$ cat src/rtl/mips_pkg.sv
// mips_pkg: shared fetch-path constants and the buffered fetch entry type
package mips_pkg;
  localparam int INSTR_W = 32;
  localparam logic [31:0] PC_INC = 32'd4;
  localparam logic [INSTR_W-1:0] NOP = 32'h0000_0000;
  typedef struct packed {
    logic [INSTR_W-1:0] instr;
    logic [31:0] pc_next;
  } fetch_entry_t;
  localparam fetch_entry_t EMPTY_ENTRY = '{instr: NOP, pc_next: 32'h0};
endpackage

$ cat src/rtl/fetch_buf.sv
// fetch_buf: DEPTH-entry synchronous FIFO of fetch entries; clear beats push and pop
module fetch_buf
  import mips_pkg::*;
#(
  parameter int DEPTH = 2
) (
  input  logic                       clk,
  input  logic                       push,
  input  logic                       pop,
  input  logic                       clear,
  input  fetch_entry_t               din,
  output logic [$clog2(DEPTH):0]     count,
  output fetch_entry_t               head
);
  localparam int AW = $clog2(DEPTH);
  fetch_entry_t mem [DEPTH];
  logic [AW-1:0] wr, rd;
  always_ff @(posedge clk) begin
    if (clear) begin
      wr <= '0;
      rd <= '0;
      count <= '0;
    end else begin
      if (push) begin
        mem[wr] <= din;
        wr <= wr + 1'b1;
      end
      if (pop) rd <= rd + 1'b1;
      count <= count + (AW+1)'(push) - (AW+1)'(pop);
    end
  end
  // an empty buffer presents a NOP with zero pc_next
  always_comb head = (count == '0) ? EMPTY_ENTRY : mem[rd];
  assert property (@(posedge clk) !(push && !pop && !clear && count == (AW+1)'(DEPTH)));
endmodule

$ cat src/rtl/if_fetch_unit.sv
// if_fetch_unit: PC owner and fetch buffer feeding IF/ID under valid/ready
// FETCH_STATS_EN adds stat_fetched/stat_stall counters
module if_fetch_unit
  import mips_pkg::*;
#(
  parameter logic [31:0] RESET_PC = 32'h0000_0000,
  parameter int DEPTH = 2
) (
  input  logic        clk,
  input  logic        rst,
  output logic        imem_en,
  output logic [31:0] imem_addr,
  input  logic [31:0] imem_rdata,
  output logic        if_valid,
  output logic [31:0] if_instr,
  output logic [31:0] if_pc_next,
`ifdef FETCH_STATS_EN
  output logic [31:0] stat_fetched,
  output logic [31:0] stat_stall,
`endif
  input  logic        id_ready,
  input  logic        redirect_valid,
  input  logic [31:0] redirect_pc
);
  localparam int CW = $clog2(DEPTH) + 1;
  logic [31:0] pc, issued_pc;
  logic inflight, run, pop;
  logic [CW-1:0] count;
  logic [CW:0] occ;
  fetch_entry_t head;
  fetch_buf #(.DEPTH(DEPTH)) u_buf (
    .clk(clk),
    .push(inflight),
    .pop(pop),
    .clear(rst | redirect_valid),
    .din('{instr: imem_rdata, pc_next: issued_pc + PC_INC}),
    .count(count),
    .head(head)
  );
  assign if_valid = count != '0;
  assign if_instr = head.instr;
  assign if_pc_next = head.pc_next;
  assign pop = if_valid & id_ready;
  assign imem_addr = pc;
  // slots already promised: buffered words surviving this cycle plus the word in flight
  assign occ = {1'b0, count} - {{CW{1'b0}}, pop} + {{CW{1'b0}}, inflight};
  // run holds issue off for the first cycle after reset
  assign imem_en = !rst & run & !redirect_valid & (occ < (CW+1)'(DEPTH));
  always_ff @(posedge clk) begin
    if (rst) begin
      pc <= RESET_PC;
      issued_pc <= '0;
      inflight <= 1'b0;
      run <= 1'b0;
    end else begin
      run <= 1'b1;
      inflight <= imem_en;
      if (imem_en) issued_pc <= pc;
      pc <= redirect_valid ? {redirect_pc[31:2], 2'b00} : imem_en ? pc + PC_INC : pc;
    end
  end
`ifdef FETCH_STATS_EN
  always_ff @(posedge clk) begin
    if (rst) begin
      stat_fetched <= '0;
      stat_stall <= '0;
    end else begin
      stat_fetched <= stat_fetched + 32'(pop);
      stat_stall <= stat_stall + 32'(if_valid & !id_ready);
    end
  end
`endif
endmodule
$ cat config.mk
export PLATFORM = sky130hd
export DESIGN_NAME = if_fetch_unit
export DESIGN_NICKNAME = d
export VERILOG_FILES = /design/src/rtl/mips_pkg.sv /design/src/rtl/fetch_buf.sv /design/src/rtl/if_fetch_unit.sv
export SDC_FILE = /design/constraint.sdc
export NUM_CORES = 1
export LEC_CHECK = 0
export ABC_CLOCK_PERIOD_IN_PS = 6250
export BUFFER_PORTS_ARGS = -buffer_cell sky130_fd_sc_hd__buf_2
export CAP_MARGIN = 30
export CELL_PAD_IN_SITES_DETAIL_PLACEMENT = 1
export CELL_PAD_IN_SITES_GLOBAL_PLACEMENT = 2
export CORE_MARGIN = 2
export CORE_UTILIZATION = 36
export CTS_CLUSTER_DIAMETER = 200
export DETAILED_ROUTE_END_ITERATION = 8
export HOLD_SLACK_MARGIN = 0.02
export PLACE_DENSITY_LB_ADDON = 0.1
export SYNTH_ARGS = -nofsm -noshare
export SYNTH_HDL_FRONTEND = slang
export SYNTH_SLANG_ARGS = --single-unit
$ cat constraint.sdc
create_clock -name clk -period 6.25 [get_ports clk]
set_input_delay 1.25 -clock clk [delete_from_list [all_inputs] [get_ports clk]]
set_output_delay 1.25 -clock clk [all_outputs]
set_load 0.02 [all_outputs]
[Yosys cells after proc, flatten, opt, wreduce, memory -nomap -nowiden]
Memories as Yosys holds them, arrays and structs flattened. A register that Yosys moved wholly into a read port is not among the register bits.
Index checks and enable logic that the tools add are counted.
Storage, ports and cells
  register bits after elaboration: 70
  RAM bits: 128
  input bits: 68
  output and inout port bits: 98
  word-level logic and storage cells: 38
  memories kept: 1
Memories
  u_buf.mem: words 2, bits a word 64, read ports 1, clocked after Yosys merged registers in 1, write ports 1, RTL line fetch_buf.sv:16  | fetch_entry_t mem [DEPTH];
Operators by class
  $add $sub $neg: 8
  magnitude comparators: 1
  muxes and demuxes: 9
  bitwise logic cells: 5
  reduce and logical (&&, ||, !) cells: 6
Operators by type and width (number)
  adder 32 x 3 -> 32 bit (second input constant): 2
  2-to-1 mux 32 bit: 2
  2-to-1 mux 64 bit: 1
  2-to-1 mux 1 bit: 6
  AND 1 bit: 4
  nonzero test 2 bit: 2
  adder 3 x 1 -> 3 bit: 1
  < comparator 3 x 2 -> 1 bit (second input constant): 1
  subtractor 2 x 1 -> 3 bit: 1
  adder 1 bit (second input constant): 2
  adder 2 x 1 -> 2 bit: 1
  zero test 1 bit: 2
  zero test 2 bit: 1
  OR reduction 2 bit: 1
  subtractor 2 x 1 -> 2 bit: 1
  OR 1 bit: 1

[Depth between registers and ports, before layout]
Gate-level depths: netlist (run 1).
  depth after elaboration: 8
  gate-level depth with buffers: 13
  depth with buffers taken out: 12

[Modules after synthesis]
A second synthesis (run 1) with hierarchy kept.
Unflattened totals
  cells, all modules: 729
  area total of the unflattened synthesis: 8474.4 um2
Modules (own cells, without submodules)
  fetch_buf: instances 1, cells an instance 289, area each 5103.6 um2
  if_fetch_unit: instances 1, cells an instance 440, area each 3370.7 um2

[Worst setup path after synthesis (run 1)]
No wires, ideal clock.
  kind: input to register
  start point: input port redirect_valid
  end point: memory u_buf.mem[0][10] in the netlist's numbering, enable pin
  setup time: 483 ps
  data arrival time: 4460 ps
  required time: 5767 ps
  path slack: 1307 ps
  stages on the path: 5
  path buffers: 2
  cells stage by stage: clkbuf_1 -> clkbuf_1 -> nor2_1 -> nand2_1 -> nor2_1
On the way
  word-level cells in the longest chain between the ends: 3
Ends and longest elaborated chain
  start: declaration: RTL line if_fetch_unit.sv:22  | input logic redirect_valid,
  OR 1 bit: RTL line if_fetch_unit.sv:35  | .clear(rst | redirect_valid),
  2-to-1 mux 1 bit: RTL line fetch_buf.sv:19  | if (clear) begin
  2-to-1 mux 1 bit (implied by the code): RTL line fetch_buf.sv:25  | mem[wr] <= din;
  end: declaration: RTL line fetch_buf.sv:16
Every way passes these cells.

[Worst setup path after layout (run 1)]
  start point: register u_buf.count[1]
  end point: output port imem_en
On the way
  word-level cells in the longest chain between the ends: 6
Ends and longest elaborated chain
  start: declaration: RTL line fetch_buf.sv:12  | output logic [$clog2(DEPTH):0] count,
  start signal: assignment: RTL line fetch_buf.sv:29  | count <= count + (AW+1)'(push) - (AW+1)'(pop);
  nonzero test 2 bit: RTL line if_fetch_unit.sv:40  | assign if_valid = count != '0;
  AND 1 bit: RTL line if_fetch_unit.sv:43  | assign pop = if_valid & id_ready;
  named net pop: RTL line if_fetch_unit.sv:27  | logic inflight, run, pop;
  subtractor 2 x 1 -> 3 bit: RTL line if_fetch_unit.sv:46  | assign occ = {1'b0, count} - {{CW{1'b0}}, pop} + {{CW{1'b0}}, inflight};
  adder 3 x 1 -> 3 bit: RTL line if_fetch_unit.sv:46
  named net occ[1]: RTL line if_fetch_unit.sv:29  | logic [CW:0] occ;
  < comparator 3 x 2 -> 1 bit: RTL line if_fetch_unit.sv:48  | assign imem_en = !rst & run & !redirect_valid & (occ < (CW+1)'(DEPTH));
  AND 1 bit: RTL line if_fetch_unit.sv:48
  end: declaration: RTL line if_fetch_unit.sv:11  | output logic imem_en,
The timed path passes the listed nets, and every way through them passes these cells.

==> results of run 1 <==
==> area by class of cell <==
type | count | area (µm²)
Clock inverter | 14 | 145
Multi-Input combinational cell | 474 | 2950
Sequential cell | 191 | 5070
Clock buffer | 18 | 429
Timing Repair Buffer | 169 | 931
Inverter | 13 | 48.8
Tap cell | 285 | 357
Fill cell | 2525 | 12600
==> routing by layer <==
metal,part of all wire,up-vias,routed length [µm]
met5,0,-,0
met2,0.47,149,9190
met3,0.047,19,911
met1,0.47,2780,9090
met4,0.016,0,321
li1,-,2852,-
==> state kept, by name, summed over array words and instances (netlist names), named ones only <==
name	count
imem_addr	30
inflight	1
issued_pc	30
run	1
u_buf.count	2
u_buf.mem	124
u_buf.rd	1
u_buf.wr	1
==> cell usage in the layout (no fill, tap or decap), types with 4 or more instances in the layout <==
cell / n
dfxtp_1: 66
o22ai_1: 7
and3_1: 11
inv_1: 11
conb_1: 4
edfxtp_1: 124
and4_1: 9
nor3_1: 8
nand4_1: 19
ha_1: 4
and2_1: 9
o21ai_0: 4
a31oi_1: 7
nand2_1: 87
inv_6: 4
clkbuf_16: 17
nor2_1: 82
mux2i_1: 62
nand3_1: 22
xor2_1: 22
a211oi_1: 10
buf_4: 7
inv_8: 4
a21oi_1: 47
buf_2: 159
xnor2_1: 28
==> power by group <==
part,switching [µW],internal (µW),total [µW]
logic,121,69.6,191
registers,31.8,1360,1390
clock network,517,533,1050
total,670,1960,2630
==> cells by family (layout without fill, tap and decap cells) <==
kind of cell    count (synthesis)  after routing  share of synthesized area
simple gates                  267            267                      0.154
flops                         191            191                      0.616
compound gates                 83             83                     0.0589
mux                            65             65                     0.0796
buf+inv                        56            214                     0.0285
xor+xnor                       50             50                     0.0533
fa+ha+maj                       5              5                    0.00853
other cells                     1              4                   0.000456
==> through the flow <==
| step | total power, µW | hold WS (ns) | utilization |
|---|---|---|---|
| finish | 2630 | 0.492 | 0.441 |
| global route | 2740 | 0.514 | 0.441 |
| CTS | 2670 | 0.500 | 0.441 |
| detailed placement | 1620 | 0.489 | 0.416 |
| global placement | 1610 | 0.477 | 0.412 |
| floorplan | 1530 | 0.449 | - |
==> worst max-delay path, delay by kind of cell, from the launching register on <==
kind | cells | cell delay, ns
adders and majority gates | 3 | 0.98
DFF | 1 | 0.38
and+or+nand+nor | 4 | 0.68
buffers and inverters | 4 | 0.92
==> final timing paths <==
check | end | startpoint | depth (start not counted) | slack (ns)
min | issued_pc[31] | issued_pc[31] | 2 | 0.49
min reg2reg | issued_pc[31] | issued_pc[31] | 2 | 0.49
max reg2reg | imem_addr[13] | u_buf.count[1] | 14 | 2.44
max | imem_en | u_buf.count[1] | 11 | 1.62
==> metrics.cfg, run 1 <==
[clock_network]
cts-root-buf = clkbuf_16
cts.sinks = 191
cts_setup_buffers = 0
htreeDepth = 4
cts-resized-gates = 0
cts_tree = done
cts_buffer_depth = 2
ctsHoldBuffers = 0
clk_latency_ns = 0.44
path_clk_slew_ns = 0.08
numCtsBuffers = 17

[layout]
layout.cells.non_filler = 1164
nets = 939
antenna_cells = 0
area_delta_synth_final_pct = 20.8
drive_above_1_share = 0.245
fin_area_um2 = 9920

[synth]
synth-edff-count = 124
synth_top_cell_area_share = 0.453
ys.flop_type = edfxtp_1
synth.most_common_cell = edfxtp_1
synthCells = 718
synth_area_per_cell_um2 = 11.4
seq_area_frac_synth = 0.616
netlist_top_cells_area = edfxtp_1 (45%), dfxtp_1 (16%), mux2i_1 (7.6%)
synth-seq-cells = 191
yosys_warnings = 0
ys_types = 48
synth_largest_area_cell = edfxtp_1
syn_area_um2 = 8220
synthTopCellsByCount = edfxtp_1 (124), nand2_1 (87), nor2_1 (84)
ys_async_sr_fraction = 0

[status]
outcome = completed

[timing]
finalSetupTns_ns = 0
slew_headroom = 0.378
slew_viol_final = 0
setup_viol = 0
fin_skew_ns = 0.0213
period_needed_ns = 4.63
rsz0062_at_grt = no
layout_setup_ws_ns = 1.62
hold_viol_final = 0
tightest_slew_ns = 0.929
fmax_mhz = 216
period_share = 0.740

[power_and_ir_drop]
p_leak_uw = 0.00359
peakVddDrop_mv = 0.163
powerDensity_nw_per_um2 = 265

[global_route]
grt_use_met2 = 0.277
grt_max_degree = 67
grt-ovfl-total = 0
grtUsageTotal = 0.165
grt_pass1_vias = 6103
use_met3 = 0.0326
grt-busiest-layer = met2
grt_pass1_wl_um = 31400
antenna_found_initial = 0
use_met1 = 0.216

[floorplan]
initial_core_util = 0.365
fp.dieW_um = 155
core_um2 = 22500
ios = 166
fp-row-count = 55
fp.dieH_um = 155
dieArea_um2 = 24000

[drt]
drt_wl_total_um = 19500
vias = 5800
antenna_left = 0
drtIter0Drc = 221
drcViolationCount = 0
wire_per_inst_um = 16.8
drt-vias-per-instance = 4.98
first_pass_iters = 6

[place]
place_congestion = 0.769
dpl_worst_slack_ns = 1.74
portBuffers = 159
dp_hpwl_um = 13400
dpl-instance-area_um2 = 9350
dp.cells = 1132

[setup_path]
cp-end-kind = output pin
crit_type = reg2out
critPathMaxFanout = 64
crit_chain = nor2_4 > buf_4 > nor2b_1 > ha_1 > inv_1 > ha_1 > fa_1 > nor4b_1 > nand2_1 > inv_2 > buf_2
crit_top_cell = ha_1
critical-path-max-stage-delay_ns = 0.55
critical_path_arrival_ns = 3.38
cp_slowest_cell = buf_4
start_kind = register
required_ns = 5.00

[hold_path]
hold_class = reg2reg

[job]
drv_cap = 0

(Power assumes the default switching activity.)
==> run 2: changes to the inputs <==
--- a/config.mk
+++ b/config.mk
@@ -5,7 +5,7 @@
 export SDC_FILE = /design/constraint.sdc
 export NUM_CORES = 1
 export LEC_CHECK = 0
-export ABC_CLOCK_PERIOD_IN_PS = 6250
+export ABC_CLOCK_PERIOD_IN_PS = 4600
 export BUFFER_PORTS_ARGS = -buffer_cell sky130_fd_sc_hd__buf_2
 export CAP_MARGIN = 30
 export CELL_PAD_IN_SITES_DETAIL_PLACEMENT = 1
==> constraint.sdc (replaced) <==
create_clock -name clk -period 4.6 [get_ports clk]
set_input_delay 0.92 -clock clk [delete_from_list [all_inputs] [get_ports clk]]
set_output_delay 0.92 -clock clk [all_outputs]
set_load 0.02 [all_outputs]
==> run 2 against run 1 <==
Sequential share of layout area about the same. Register-to-register slack lost 1.2 ns. First-iteration DRC count is 7.7% higher. Final cell count unchanged. Non-clock buffer count unchanged. Critical path depth fell by 1. Clock skew is 0.0089 ns lower. Wire length rose by 2.3%. Via count is 1.1% higher. Flip-flop and latch count did not move. Global-route usage is 0.21 points higher.
==> metrics.cfg, run 2 (same netlist as run 1, synthesis figures left out) <==
[floorplan]
core_um2 = 22500
fp-row-count = 55
ios = 166
fp.dieW_um = 155
fp.dieH_um = 155
initial_core_util = 0.365
dieArea_um2 = 24000

[clock_network]
cts-resized-gates = 0
cts.sinks = 191
cts_buffer_depth = 2
path_clk_slew_ns = 0.08
ctsHoldBuffers = 0
numCtsBuffers = 17
clk_latency_ns = 0.43
cts_tree = done
cts-root-buf = clkbuf_16
cts_setup_buffers = 0
htreeDepth = 4

[global_route]
grtUsageTotal = 0.167
antenna_found_initial = 0
grt-ovfl-total = 0
grt_max_degree = 64
grt_pass1_vias = 6151
grt_pass1_wl_um = 31800

[power_and_ir_drop]
combPwrFrac = 0.070
p_leak_uw = 0.00361
powerDensity_nw_per_um2 = 370
power_frac_clock = 0.415
p_seq_frac = 0.515
swShare = 0.246
peakVddDrop_mv = 0.218
p_int_uw = 2770
p_sw_uw = 904

[place]
dpl-instance-area_um2 = 9310
portBuffers = 159
place_congestion = 0.777
dp_hpwl_um = 13800

[drt]
vias = 5866
drtIter0Drc = 238
first_pass_iters = 4
wire_per_inst_um = 17.1
antenna_left = 0
drt_wl_total_um = 19900
drcViolationCount = 0
drt-vias-per-instance = 5.04

[layout]
nets = 939
top_register = u_buf.mem
fin_area_um2 = 9930
final_common_cell = buf_2
largest_register_ffs = 124
area_delta_synth_final_pct = 20.8
drive_above_1_share = 0.246
antenna_cells = 0
layout_common_cells = buf_2 (159), edfxtp_1 (124), nand2_1 (87)
nFillCells = 2486

[timing]
tightest_slew_ns = 0.855
setup_viol = 0
slew_viol_final = 0
hold_viol_final = 0
rsz0062_at_grt = no
fmax_mhz = 263
period_needed_ns = 3.80
slew_headroom = 0.428
finalSetupTns_ns = 0
fin_skew_ns = 0.0124
period_share = 0.826

[status]
outcome = completed

[setup_path]
crit_type = in2out
critical-path-max-stage-delay_ns = 0.49
cp_slowest_cell = fa_1
crit_chain = buf_2 > nor2b_1 > ha_1 > inv_1 > ha_1 > fa_1 > nor4b_1 > nand2_1 > inv_2 > buf_2
critical_path_arrival_ns = 2.88
required_ns = 3.68
start_kind = input pin
critPathMaxFanout = 4
reg2reg_depth = 11
cp-end-kind = output pin

[job]
drv_cap = 0

[hold_path]
hold_depth = 2
hold_class = reg2reg

run 2: metrics by stage:
stage	power, µW	util	cells	setup slack, ns	hold slack (ns)
global placement	2180	0.413	1131	0.826	0.479
floorplan	2080	-	721	0.796	0.449
finish	3680	0.441	1164	0.802	0.489
global route	3820	0.441	1164	0.546	0.516
CTS	3730	0.441	1164	0.765	0.502
detailed placement	2190	0.414	1132	0.781	0.475
run 2: critical path, delay by kind of cell:
kind          cells  cell delay, ns
simple gates      3            0.55
fa+ha+maj         3            0.97
buf+inv           4            0.44
run 2: power groups by stage:
| stage | logic (µW) | clock network, µW | registers (µW) |
|---|---|---|---|
| floorplan | 143 | 0 | 1940 |
| global placement | 249 | 0 | 1930 |
| detailed placement | 261 | 0 | 1930 |
| CTS | 262 | 1570 | 1890 |
| global route | 283 | 1640 | 1900 |
| finish | 257 | 1530 | 1890 |
run 2: area by class of cell:
type	count	area, µm²	area share
Clock buffer	17	425	0.0428
Clock inverter	15	193	0.0194
Inverter	13	48.8	0.00491
Multi-Input combinational cell	474	2950	0.297
Sequential cell	191	5070	0.511
Tap cell	285	357	0.0359
Timing Repair Buffer	169	891	0.0897
run 2: routing by layer:
| metal | part of all wire | vias up | routed length, µm | GRT usage |
|---|---|---|---|---|
| met3 | 0.046 | 25 | 915 | 0.0323 |
| met2 | 0.46 | 142 | 9250 | 0.276 |
| met5 | 0 | - | 0 | 0 |
| li1 | - | 2852 | - | - |
| met1 | 0.47 | 2847 | 9370 | 0.220 |
| met4 | 0.020 | 0 | 408 | 0.0622 |
run 2: worst paths after layout:
| kind | start | endpoint | slack (ns) |
|---|---|---|---|
| setup / recovery | id_ready | imem_en | 0.80 |
| hold / removal | imem_addr[22] | issued_pc[22] | 0.49 |
| setup reg to reg | u_buf.count[1] | imem_addr[26] | 1.29 |
| hold reg to reg | imem_addr[22] | issued_pc[22] | 0.49 |
==> run 3: changes to the inputs <==
--- a/config.mk
+++ b/config.mk
@@ -5,13 +5,13 @@
 export SDC_FILE = /design/constraint.sdc
 export NUM_CORES = 1
 export LEC_CHECK = 0
-export ABC_CLOCK_PERIOD_IN_PS = 4600
+export ABC_CLOCK_PERIOD_IN_PS = 3400
 export BUFFER_PORTS_ARGS = -buffer_cell sky130_fd_sc_hd__buf_2
 export CAP_MARGIN = 30
 export CELL_PAD_IN_SITES_DETAIL_PLACEMENT = 1
 export CELL_PAD_IN_SITES_GLOBAL_PLACEMENT = 2
 export CORE_MARGIN = 2
-export CORE_UTILIZATION = 36
+export CORE_UTILIZATION = 32
 export CTS_CLUSTER_DIAMETER = 200
 export DETAILED_ROUTE_END_ITERATION = 8
 export HOLD_SLACK_MARGIN = 0.02
==> constraint.sdc (replaced) <==
create_clock -name clk -period 3.4 [get_ports clk]
set_input_delay 0.68 -clock clk [delete_from_list [all_inputs] [get_ports clk]]
set_output_delay 0.68 -clock clk [all_outputs]
set_load 0.02 [all_outputs]
==> run 3 against run 2 <==
Final cell count is 5.0% higher. Register-to-register slack worse by 0.91 ns. Critical path depth stayed put. Via count is 0.63% higher. Flip-flop and latch count stayed put. Sequential share of layout area is 0.75 points lower. Global-route usage is 1.6 points lower. Core utilization is 4.1 points lower. Setup slack worse by 0.70 ns. Combinational power is 41% higher. Clock power is 25% higher. Critical path type is now reg2out. Highest routed layer unchanged.
==> metrics.cfg, run 3 (same netlist as run 1, synthesis figures left out) <==
[drt]
drt_wl_total_um = 20300
drtIter0Drc = 185
drt-vias-per-instance = 4.83
vias = 5903
wire_per_inst_um = 16.6
first_pass_iters = 4
antenna_left = 0
drcViolationCount = 0

[timing]
slew_viol_final = 0
layout_setup_ws_ns = 0.106
period_share = 0.969
slew_headroom = 0.440
fin_skew_ns = 0.0192
fmax_mhz = 304
setup_viol = 0
tightest_slew_ns = 0.836
hold_viol_final = 0
period_needed_ns = 3.29

[floorplan]
fp-row-count = 58
ios = 166
fp.dieH_um = 164
fp.dieW_um = 164
core_um2 = 25200
dieArea_um2 = 27000
initial_core_util = 0.326

[clock_network]
clk_latency_ns = 0.43
cts.sinks = 191
cts_buffer_depth = 2
path_clk_slew_ns = 0.08
htreeDepth = 4
cts_tree = done
numCtsBuffers = 17
cts-root-buf = clkbuf_16

[global_route]
antenna_found_initial = 0
grt_pass1_wl_um = 31700
grt-ovfl-total = 0
grtUsageTotal = 0.151
grt_max_degree = 65
grt_pass1_vias = 6030

[power_and_ir_drop]
swShare = 0.255
p_sw_uw = 1240
peakVddDrop_mv = 0.241
p_leak_uw = 0.00364
powerDensity_nw_per_um2 = 481
power_frac_clock = 0.397
p_int_uw = 3610
combPwrFrac = 0.075
p_seq_frac = 0.529

[setup_path]
r2r_start = u_buf.count[1]
crit_buf_inv = 3
rr_endpoint = imem_addr[14]
rrSetupSlack_ns = 0.38
reg2reg_depth = 13
crit_type = reg2out
cp-end-kind = output pin
critical-path-max-stage-delay_ns = 0.47
crit_chain = nor2_4 > nor2b_4 > ha_1 > inv_1 > ha_4 > fa_2 > nor4b_4 > nand2_2 > inv_4 > buf_4
start_kind = register
required_ns = 2.72
critical_path_arrival_ns = 2.61
critical_path.top_delay_family = adder cells
critPathMaxFanout = 5
cp_slowest_cell = fa_2

[place]
dpl-instance-area_um2 = 9450
dp_hpwl_um = 14300
dpl_worst_slack_ns = -0.0523
portBuffers = 159
dp.cells = 1187
place_congestion = 0.725

[hold_path]
hold_end = u_buf.mem[0][60]
hp-start = imem_rdata[28]
hold_class = in2reg
hold_depth = 1

[layout]
nets = 952
layout.cells.non_filler = 1222
largest_register_ffs = 124
final_common_cell = buf_2
antenna_cells = 0
fin_area_um2 = 10100
area_delta_synth_final_pct = 22.7
drive_above_1_share = 0.262
top_register = u_buf.mem
layout_common_cells = buf_2 (158), edfxtp_1 (124), nand2_1 (86)

[status]
outcome = completed

[job]
drv_cap = 0

## run 3: layer usage
| layer | up-vias | global-route usage | share of wire | routed length, µm |
|---|---|---|---|---|
| met5 | - | 0 | 0 | 0 |
| met4 | 0 | 0.0439 | 0.011 | 218 |
| met3 | 13 | 0.0313 | 0.045 | 923 |
| met2 | 141 | 0.253 | 0.47 | 9490 |
| met1 | 2865 | 0.198 | 0.48 | 9670 |
| li1 | 2884 | - | - | - |
## run 3: worst max path at each step
stage / start / end / slack (ns) / cells after the start
floorplan: redirect_valid / u_buf.mem[0][10] / 0.07 / 5
detailed placement: id_ready / imem_addr[13] / -0.05 / 13
global placement: id_ready / imem_en / 0.04 / 10
finish: u_buf.count[1] / imem_en / 0.11 / 10
global route: u_buf.count[1] / imem_en / -0.02 / 10
CTS: u_buf.count[1] / imem_en / 0.008 / 10
## run 3: power by group through the flow
stage               Sequential (µW)  Combinational, µW  Clock, µW
floorplan                      2620                193          0
global placement               2610                351          0
detailed placement             2620                361          0
CTS                            2560                364       1990
global route                   2570                401       2070
finish                         2560                363       1920
## run 3: cell type report
class                           instances  area (µm²)
Clock buffer                           18         429
Inverter                               13        51.3
Fill cell                            2765       15100
Tap cell                              330         413
Timing Repair Buffer                  182         996
Multi-Input combinational cell        474        2990
Clock inverter                         14         136
Sequential cell                       191        5070
## run 3: stage by stage
stage                     power [µW]  utilization  hold WS [ns]  TNS, ns
after global routing            5040        0.400         0.419  -0.0191
after CTS                       4920        0.398         0.414        0
after detailed placement        2980        0.375         0.478  -0.0943
final                           4850        0.400         0.439        0
after global placement          2960        0.375         0.476        0
after floorplan                 2820            -         0.449        0
## run 3: what timing repair did
| action | 4_1_cts | 5_1_grt |
|---|---|---|
| gates resized for setup | 3 | 8 |
| setup endpoints to repair | 1 | 1 |
| buffers inserted | 0 | 3 |
| pin swaps | 0 | 4 |
| hold buffers | 0 | 0 |
